[config.mk]
export PLATFORM = sky130hd
export DESIGN_NAME = tl_arb_mux_flat
export DESIGN_NICKNAME = d
export VERILOG_FILES = /design/src/rtl/tl_arb_mux_if.sv /design/src/rtl/tl_arb_mux.sv /design/src/flat_wrapper.sv
export SDC_FILE = /design/constraint.sdc
export NUM_CORES = 1
export LEC_CHECK = 0
export BUFFER_PORTS_ARGS = -buffer_cell sky130_fd_sc_hd__buf_2
export CAP_MARGIN = 20
export CORE_AREA = 2 2 132 134
export DETAILED_ROUTE_END_ITERATION = 16
export DIE_AREA = 0 0 134 136
export PLACE_DENSITY_LB_ADDON = 0.3
export SYNTH_ARGS = -nofsm -noshare
export SYNTH_HDL_FRONTEND = slang
export SYNTH_SLANG_ARGS = --single-unit
[constraint.sdc]
create_clock -name clk -period 8.6 [get_ports clk]
set_clock_uncertainty 0.15 [all_clocks]
set_input_delay 0.43 -clock clk [delete_from_list [all_inputs] [get_ports clk]]
set_output_delay 0.43 -clock clk [all_outputs]
set_load 0.02 [all_outputs]
[src/rtl/tl_arb_mux_if.sv]
// Channel bundle for tl_arb_mux: N source-side ports merged onto one sink-side port.
// The slave modport is the arbiter's view. The master modport is the view of the surrounding logic.
interface tl_arb_mux_if #(
  parameter int N      = 4,
  parameter int DATA_W = 64,
  parameter int SEL_W  = 2
);
  logic [N-1:0]        valid_i;
  logic [N-1:0]        ready_o;
  logic [N*DATA_W-1:0] data_i;
  logic [N-1:0]        last_i;
  logic                valid_o;
  logic                ready_i;
  logic [DATA_W-1:0]   data_o;
  logic                last_o;
  logic [SEL_W-1:0]    sel_o;

  modport slave (
    input  valid_i, data_i, last_i, ready_i,
    output ready_o, valid_o, data_o, last_o, sel_o
  );

  modport master (
    output valid_i, data_i, last_i, ready_i,
    input  ready_o, valid_o, data_o, last_o, sel_o
  );
endinterface

[src/rtl/tl_arb_mux.sv]
// N-to-1 round-robin arbitrating mux for one TileLink channel.
// The grant is held across multi-beat messages and across stalled beats. The path is zero-latency.
module tl_arb_mux #(
  parameter int N      = 4,
  parameter int DATA_W = 64,
  parameter int SEL_W  = 2
) (
  input  logic           clk,
  input  logic           rst,
  tl_arb_mux_if.slave    bus
);

  typedef enum logic {IDLE, LOCKED} state_t;

  state_t           state, state_n;
  logic [SEL_W-1:0] ptr, ptr_n;
  logic [SEL_W-1:0] lock_idx, lock_n;
  logic [SEL_W-1:0] grant;
  logic             found;
  logic             valid;
  int unsigned      idx;

  // Search proceeds from ptr with a modulo-N wrap, so indices >= N are never produced.
  always_comb begin
    grant = '0;
    found = 1'b0;
    idx   = 0;
    if (!rst) begin
      if (state == LOCKED) begin
        grant = lock_idx;
      end else begin
        for (int unsigned k = 0; k < N; k++) begin
          idx = int'(ptr) + k;
          if (idx >= N) idx = idx - N;
          if (!found && bus.valid_i[idx]) begin
            grant = SEL_W'(idx);
            found = 1'b1;
          end
        end
      end
    end
  end

  always_comb begin
    valid       = !rst && bus.valid_i[grant];
    bus.valid_o = valid;
    bus.data_o  = bus.data_i[int'(grant)*DATA_W +: DATA_W];
    bus.last_o  = bus.last_i[grant];
    bus.sel_o   = grant;
    bus.ready_o = '0;
    if (!rst && bus.ready_i) bus.ready_o[grant] = 1'b1;
  end

  // Any presented beat that does not finish a message pins the grant, whether it is stalled or mid-burst.
  always_comb begin
    state_n = state;
    ptr_n   = ptr;
    lock_n  = lock_idx;
    if (valid) begin
      if (bus.ready_i && bus.last_o) begin
        state_n = IDLE;
        ptr_n   = (grant == SEL_W'(N-1)) ? '0 : grant + SEL_W'(1);
      end else begin
        state_n = LOCKED;
        lock_n  = grant;
      end
    end
  end

  always_ff @(posedge clk or posedge rst) begin
    if (rst) begin
      state    <= IDLE;
      ptr      <= '0;
      lock_idx <= '0;
    end else begin
      state    <= state_n;
      ptr      <= ptr_n;
      lock_idx <= lock_n;
    end
  end

endmodule

[src/flat_wrapper.sv]
// flat-port wrapper written by rule: the top's interface ports become plain ports
module tl_arb_mux_flat 
#(
  parameter int N      = 4,
  parameter int DATA_W = 64,
  parameter int SEL_W  = 2
)
  (clk, rst, bus_valid_i, bus_data_i, bus_last_i, bus_ready_i, bus_ready_o, bus_valid_o, bus_data_o, bus_last_o, bus_sel_o);
  tl_arb_mux_if #(.N(N), .DATA_W(DATA_W), .SEL_W(SEL_W)) bus_i ();
  input  logic clk;
  input  logic rst;
  input wire logic [$bits(bus_i.valid_i)-1:0] bus_valid_i;
  input wire logic [$bits(bus_i.data_i)-1:0] bus_data_i;
  input wire logic [$bits(bus_i.last_i)-1:0] bus_last_i;
  input wire logic [$bits(bus_i.ready_i)-1:0] bus_ready_i;
  output wire logic [$bits(bus_i.ready_o)-1:0] bus_ready_o;
  output wire logic [$bits(bus_i.valid_o)-1:0] bus_valid_o;
  output wire logic [$bits(bus_i.data_o)-1:0] bus_data_o;
  output wire logic [$bits(bus_i.last_o)-1:0] bus_last_o;
  output wire logic [$bits(bus_i.sel_o)-1:0] bus_sel_o;
  assign bus_i.valid_i = bus_valid_i;
  assign bus_i.data_i = bus_data_i;
  assign bus_i.last_i = bus_last_i;
  assign bus_i.ready_i = bus_ready_i;
  assign bus_ready_o = bus_i.ready_o;
  assign bus_valid_o = bus_i.valid_o;
  assign bus_data_o = bus_i.data_o;
  assign bus_last_o = bus_i.last_o;
  assign bus_sel_o = bus_i.sel_o;
  tl_arb_mux #(.N(N), .DATA_W(DATA_W), .SEL_W(SEL_W)) u_core (.clk(clk), .rst(rst), .bus(bus_i));
endmodule
# Yosys cells after proc, flatten, opt, wreduce, memory -nomap -nowiden
# Cells that the tools add are included.
# word_totals
ff_bits	5
in_bits	267
output_inout_bits	72
# op_classes
n_addsub	8
n_lt_le_gt_ge	10
n_eq_ne	1
shifts	1
n_mux	44
n_bitwise	1
n_reduce_logical	13
# ops
operator	n
32-bit two-way mux	12
256-bit by 9-bit indexed part select with 64-bit output	1
32-bit by 3-bit < comparator with 1-bit output (second input constant)	4
32-bit by 3-bit >= comparator with 1-bit output (second input constant)	3
32-bit by 3-bit subtractor with 32-bit output (second input constant)	3
1-bit two-way mux	17
2-bit two-way mux	7
1-bit binary-select mux with 2-bit select	6
1-bit logical AND	7
2-bit by 2-bit adder with 3-bit output (second input constant)	2
1-bit logical NOT	4
4-bit two-way mux	1
2-bit AND reduction	2
2-bit by 3-bit subtractor with 4-bit output (second input constant)	1
2-bit by 1-bit adder with 3-bit output (second input constant)	1
2-bit by 3-bit >= comparator with 1-bit output (second input constant)	1
2-bit by 3-bit < comparator with 1-bit output (second input constant)	1
2-bit by 1-bit adder with 2-bit output (second input constant)	1
1-bit demux with 2-bit select	1
2-bit == test (second input constant)	1
2-bit by 1-bit >= comparator with 1-bit output (second input constant)	1
1-bit inverter	1

# Longest topological paths before layout
# logic_depth
word_depth	29
mapped_depth	12

# Least setup slack after synthesis
# No wires, ideal clock.
# synth_path
kind	input -> output
start	input bus_valid_i[3]
end	output bus_data_o[11]
arrival_ns	2.799
required_time_ns	8.020
setup_slack_ns	5.221
stages	10
path_buffers	4
cell_sequence	buf_4 or3b_1 a2111oi_0 nor4_1 nor2b_1 buf_4 clkbuf_1 clkbuf_1 nand2_1 a31oi_1
# synth_via
elab_chain_cells	21
elab_cells_between_ends	30
cone_classes	shift: 1; mux: 23; reduce/logical: 6
# synth_lines
element	line_no	rtl
start: declaration	flat_wrapper.sv:12	input wire logic [$bits(bus_i.valid_i)-1:0] bus_valid_i;
1-bit binary-select mux with 2-bit select	tl_arb_mux.sv:35	if (!found && bus.valid_i[idx]) begin
1-bit two-way mux (implied by the code)	tl_arb_mux.sv:35	
1-bit two-way mux	tl_arb_mux.sv:35	
1-bit two-way mux	tl_arb_mux.sv:29	if (state == LOCKED) begin
1-bit two-way mux	tl_arb_mux.sv:28	if (!rst) begin
1-bit logical NOT	tl_arb_mux.sv:35	
1-bit logical AND	tl_arb_mux.sv:35	
1-bit two-way mux	tl_arb_mux.sv:35	
[... 6 more ...]	-	
1-bit two-way mux	tl_arb_mux.sv:28	
1-bit logical NOT	tl_arb_mux.sv:35	
1-bit logical AND	tl_arb_mux.sv:35	
2-bit two-way mux (*)	tl_arb_mux.sv:35	
2-bit two-way mux (*)	tl_arb_mux.sv:29	
2-bit two-way mux (*)	tl_arb_mux.sv:28	
net bus_sel_o[0]	flat_wrapper.sv:20	output wire logic [$bits(bus_i.sel_o)-1:0] bus_sel_o;
256-bit by 9-bit indexed part select with 64-bit output (*)	tl_arb_mux.sv:47	bus.data_o = bus.data_i[int'(grant)*DATA_W +: DATA_W];
end: declaration	flat_wrapper.sv:18	output wire logic [$bits(bus_i.data_o)-1:0] bus_data_o;
# The timed path passes the listed nets; every way through them passes the cells marked *. The select of a mux whose other input is x is not followed.

# Worst setup path after layout
# layout_path
start	register u_core.ptr[1]
end	output bus_data_o[13]
# layout_via
elab_chain_cells	25
elab_cells_between_ends	53
cone_classes	add/sub: 7; order compare: 4; shift: 1; mux: 35; reduce/logical: 6
# layout_lines
element	line_no	rtl
start: declaration	tl_arb_mux.sv:16	logic [SEL_W-1:0] ptr, ptr_n;
start signal: assignment	tl_arb_mux.sv:77	ptr <= ptr_n;
parallel branches: the longest is 21 deep, another holds 32-bit by 3-bit subtractor with 32-bit output	-	
2-bit two-way mux (*)	tl_arb_mux.sv:35	
2-bit two-way mux (*)	tl_arb_mux.sv:29	
2-bit two-way mux (*)	tl_arb_mux.sv:28	
256-bit by 9-bit indexed part select with 64-bit output (*)	tl_arb_mux.sv:47	
# Mark *: on every way between the ends. The select of a mux whose other input is x is not followed.

==> results by group <==
Hold path
  – Hold crit path type: in -> async

Route
  – Drt initial violations: 153
  – Average wire per standard cell: 13.6 µm
  – WL final: 13,800 µm
  – Drt first pass iters: 5
  – Final ANT Viol Nets: 0
  – Vias/cell: 4.42
  – DR vias: 4,492
  – # DRC: 0

Cells and area
  – Area occupied by multi-input gates: 2160 µm²
  – Layout area overhead: 78.5%
  – # nets final: 1,063
  – Flip-flop and latch area: 125 µm²
  – ANT cells: 0
  – Share of post-route cells with drive strength above 1: 44.8%
  – Fill count: 1,954

Global route
  – GR Layer Usage met3: 2.39%
  – Total Routing Usage GR: 13.3%
  – GRT met2 Usage: 24.7%
  – Grt peak-use layer: met2
  – Total gr overflow: 0
  – Met1 Use GR: 16.1%
  – Initial antenna violation count: 0
  – First-pass GRT wire length: 20,000 µm
  – Vias in the first global route: 3,995
  – Largest net degree at the start of global routing: 80

Placement
  – RD Place Congestion: 0.742
  – Post-DP HPWL: 10,800 µm
  – Port bufs: 338

Floorplanning
  – Die area: 18,200 µm²
  – Die Y: 136 µm
  – Core area: 16,900 µm²
  – Die X: 134 µm
  – Row Count: 48
  – Effective utilization at floorplan: 14.6%
  – Ports: 339

Pwr
  – Int Power: 398 µW
  – Comb power frac: 88.0%
  – Cell Pwr Density: 224 nW/µm²
  – Sw frac: 59.6%
  – IR drop worst, VDD: 0.166 mV
  – LEAKAGE: 2.55 nW
  – Power share of the clock group: 7.6%
  – Power share of the sequential group: 4.5%
  – Net Sw Power: 586 µW

Synth
  – Post-synthesis cell type count: 35
  – Count leader, synth: nand2_1
  – Synth Warn #: 0
  – Post-synth top area share: 39.3%
  – Seq/Total Area, Yosys: 5.08%
  – Ranking of synthesized cells by area: nand2_1 39%, a31oi_1 16%, and3_1 16%
  – Syn nets: 760
  – Count of flip-flops with a built-in enable after synthesis: 0
  – Synth Register Bits: 5
  – Most frequently used flop master after synthesis: dfrtp_1
  – Post-synth top cells: 258 x nand2_1, 64 x a31oi_1, 64 x and3_1, 39 x clkbuf_1
  – Post-synthesis async set-or-reset flop share: 100%
  – Mapped cell area: 2460 µm²
  – Synth Instances: 489
  – Synth area leader: nand2_1
  – Syn Area/Cell: 5.04 µm²

Critical path
  – Reg2reg start: u_core.ptr[1]
  – Reg-to-Reg End: u_core.lock_idx[0]
  – CP top delay family: buffers and inverters
  – CP Max Fanout: 79
  – CP Class: reg -> out
  – FF-to-FF setup slack: 4.38 ns
  – Worst-path cell with the longest stage delay: buf_4
  – Cell Chain, Critical Path: or3b_1, a2111oi_0, nor4_1, nor2b_4, buf_4, buf_4, nand2_1, and3_1, a31oi_1, buf_2
  – Top cell by count, worst path: buf_4
  – Crit path launch type: flip-flop
  – CP Capture Type: output pin
  – R2R depth: 10
  – Crit path required time: 8.02 ns
  – Worst Path Arrival: 3.87 ns
  – Critical path's largest stage delay: 0.75 ns
  – Worst Path Buf+Inv: 3

Clock network
  – CTS H-tree lvls: 1
  – Setup bufs post-CTS: 0
  – Root Driver: clkbuf_16
  – # resized after CTS: 0
  – Max Buffers Root-to-Sink: 2
  – Clock-pin slew on the worst setup and hold paths: 0.03 ns
  – Total CTS buffers: 3
  – Clock latency at the later pin of the worst-skew pair: 0.22 ns
  – CTS tree: done
  – Sink Count: 5
  – Hold buffers post-CTS: 0

STA
  – Final setup viols: 0
  – Worst-Margin Slew: 0.830 ns
  – Final hold viol count: 0
  – RSZ-0062 raised after global routing: false
  – Min Tclk post-route: 4.45 ns
  – TNS Setup: 0 ns
  – Fmax: 225 MHz
  – Max-slew violations: 0
  – Hold WS: 0.000657 ns
  – Final period utilization: 51.8%
  – Max_slew headroom: 44.7%

Flow run
  – Max Cap Violations: 0

Status
  – Status: finished clean
## power groups by stage
stage               combinational, mW  sequential [mW]  clock, mW
floorplan                       0.574           0.0372          0
global placement                0.877           0.0437          0
detailed placement              0.873           0.0434          0
CTS                             0.876           0.0434     0.0755
global route                    0.943           0.0454     0.0781
finish                          0.865           0.0438     0.0745
## metrics by stage
stage	worst slack, ns	instances	instance area [µm²]	utilization [%]	power [mW]
after detailed placement	4.30	1012	4320	25.6	0.917
after global placement	4.32	1012	4320	25.6	0.920
after floorplan	5.22	489	2460	-	0.611
final	4.15	1016	4400	26.1	0.983
after CTS	4.18	1016	4400	26.1	0.995
after global routing	3.87	1016	4400	26.1	1.07
## cell type report
class | count | share of cell area (%)
clock buffers | 4 | 1.79
inverters | 6 | 0.569
multi-input cells | 433 | 49.1
flip-flops and latches | 5 | 2.84
well taps | 225 | 6.40
repair buffers | 343 | 39.3
## per-layer routing
metal	share of wire (%)	wire, µm
met1	40	5510
met2	50	6920
met3	8.8	1220
met4	1.1	153
met5	0	0
## registers in the layout (all words and copies together), names as in the netlist
| name | count |
|---|---|
| u_core.lock_idx | 2 |
| u_core.ptr | 2 |
| u_core.state | 1 |
## cell usage in the layout (no fill, tap or decap)
cell,n
inv_2,1
and2_1,4
a31o_2,1
nor2_1,3
a221oi_1,2
nand3_1,1
and3_1,64
nor2b_4,1
nor3_2,1
o31ai_1,2
dfrtp_1,5
nor4_1,1
a31oi_1,64
or3b_1,2
nor2b_1,2
o21ai_1,1
nor3b_1,1
mux2_2,2
a22oi_1,1
nand2_1,258
inv_4,1
buf_4,5
clkbuf_1,1
a21oi_1,2
ha_1,4
nand3b_1,2
clkbuf_16,3
buf_2,338
mux2i_1,5
nand2b_1,1
nand4b_1,1
o21ai_0,2
and3b_1,1
inv_1,4
a211oi_1,1
o31ai_4,1
a2111oi_0,1
o21a_1,1
## how the worst max path moves through the flow
stage | start | end | cells after the start
final | u_core.ptr[1] | bus_data_o[13] | 10
after global routing | u_core.ptr[1] | bus_data_o[13] | 10
after CTS | u_core.ptr[1] | bus_data_o[13] | 10
after detailed placement | bus_valid_i[3] | u_core.lock_idx[1] | 11
after global placement | bus_valid_i[3] | u_core.lock_idx[0] | 11
after floorplan | bus_valid_i[3] | bus_data_o[11] | 10
## cell families (layout without fill, tap and decap cells)
logic type      count (synthesis)  count (layout)  synth area share (%)
flops                           5               5                  5.08
buf+inv                        51             353                  8.18
mux                             7               7                  2.95
simple gates                  343             343                  61.2
compound gates                 79              79                  20.5
fa+ha+maj                       4               4                  2.03
No activity file was read; power rests on OpenSTA's default activity.
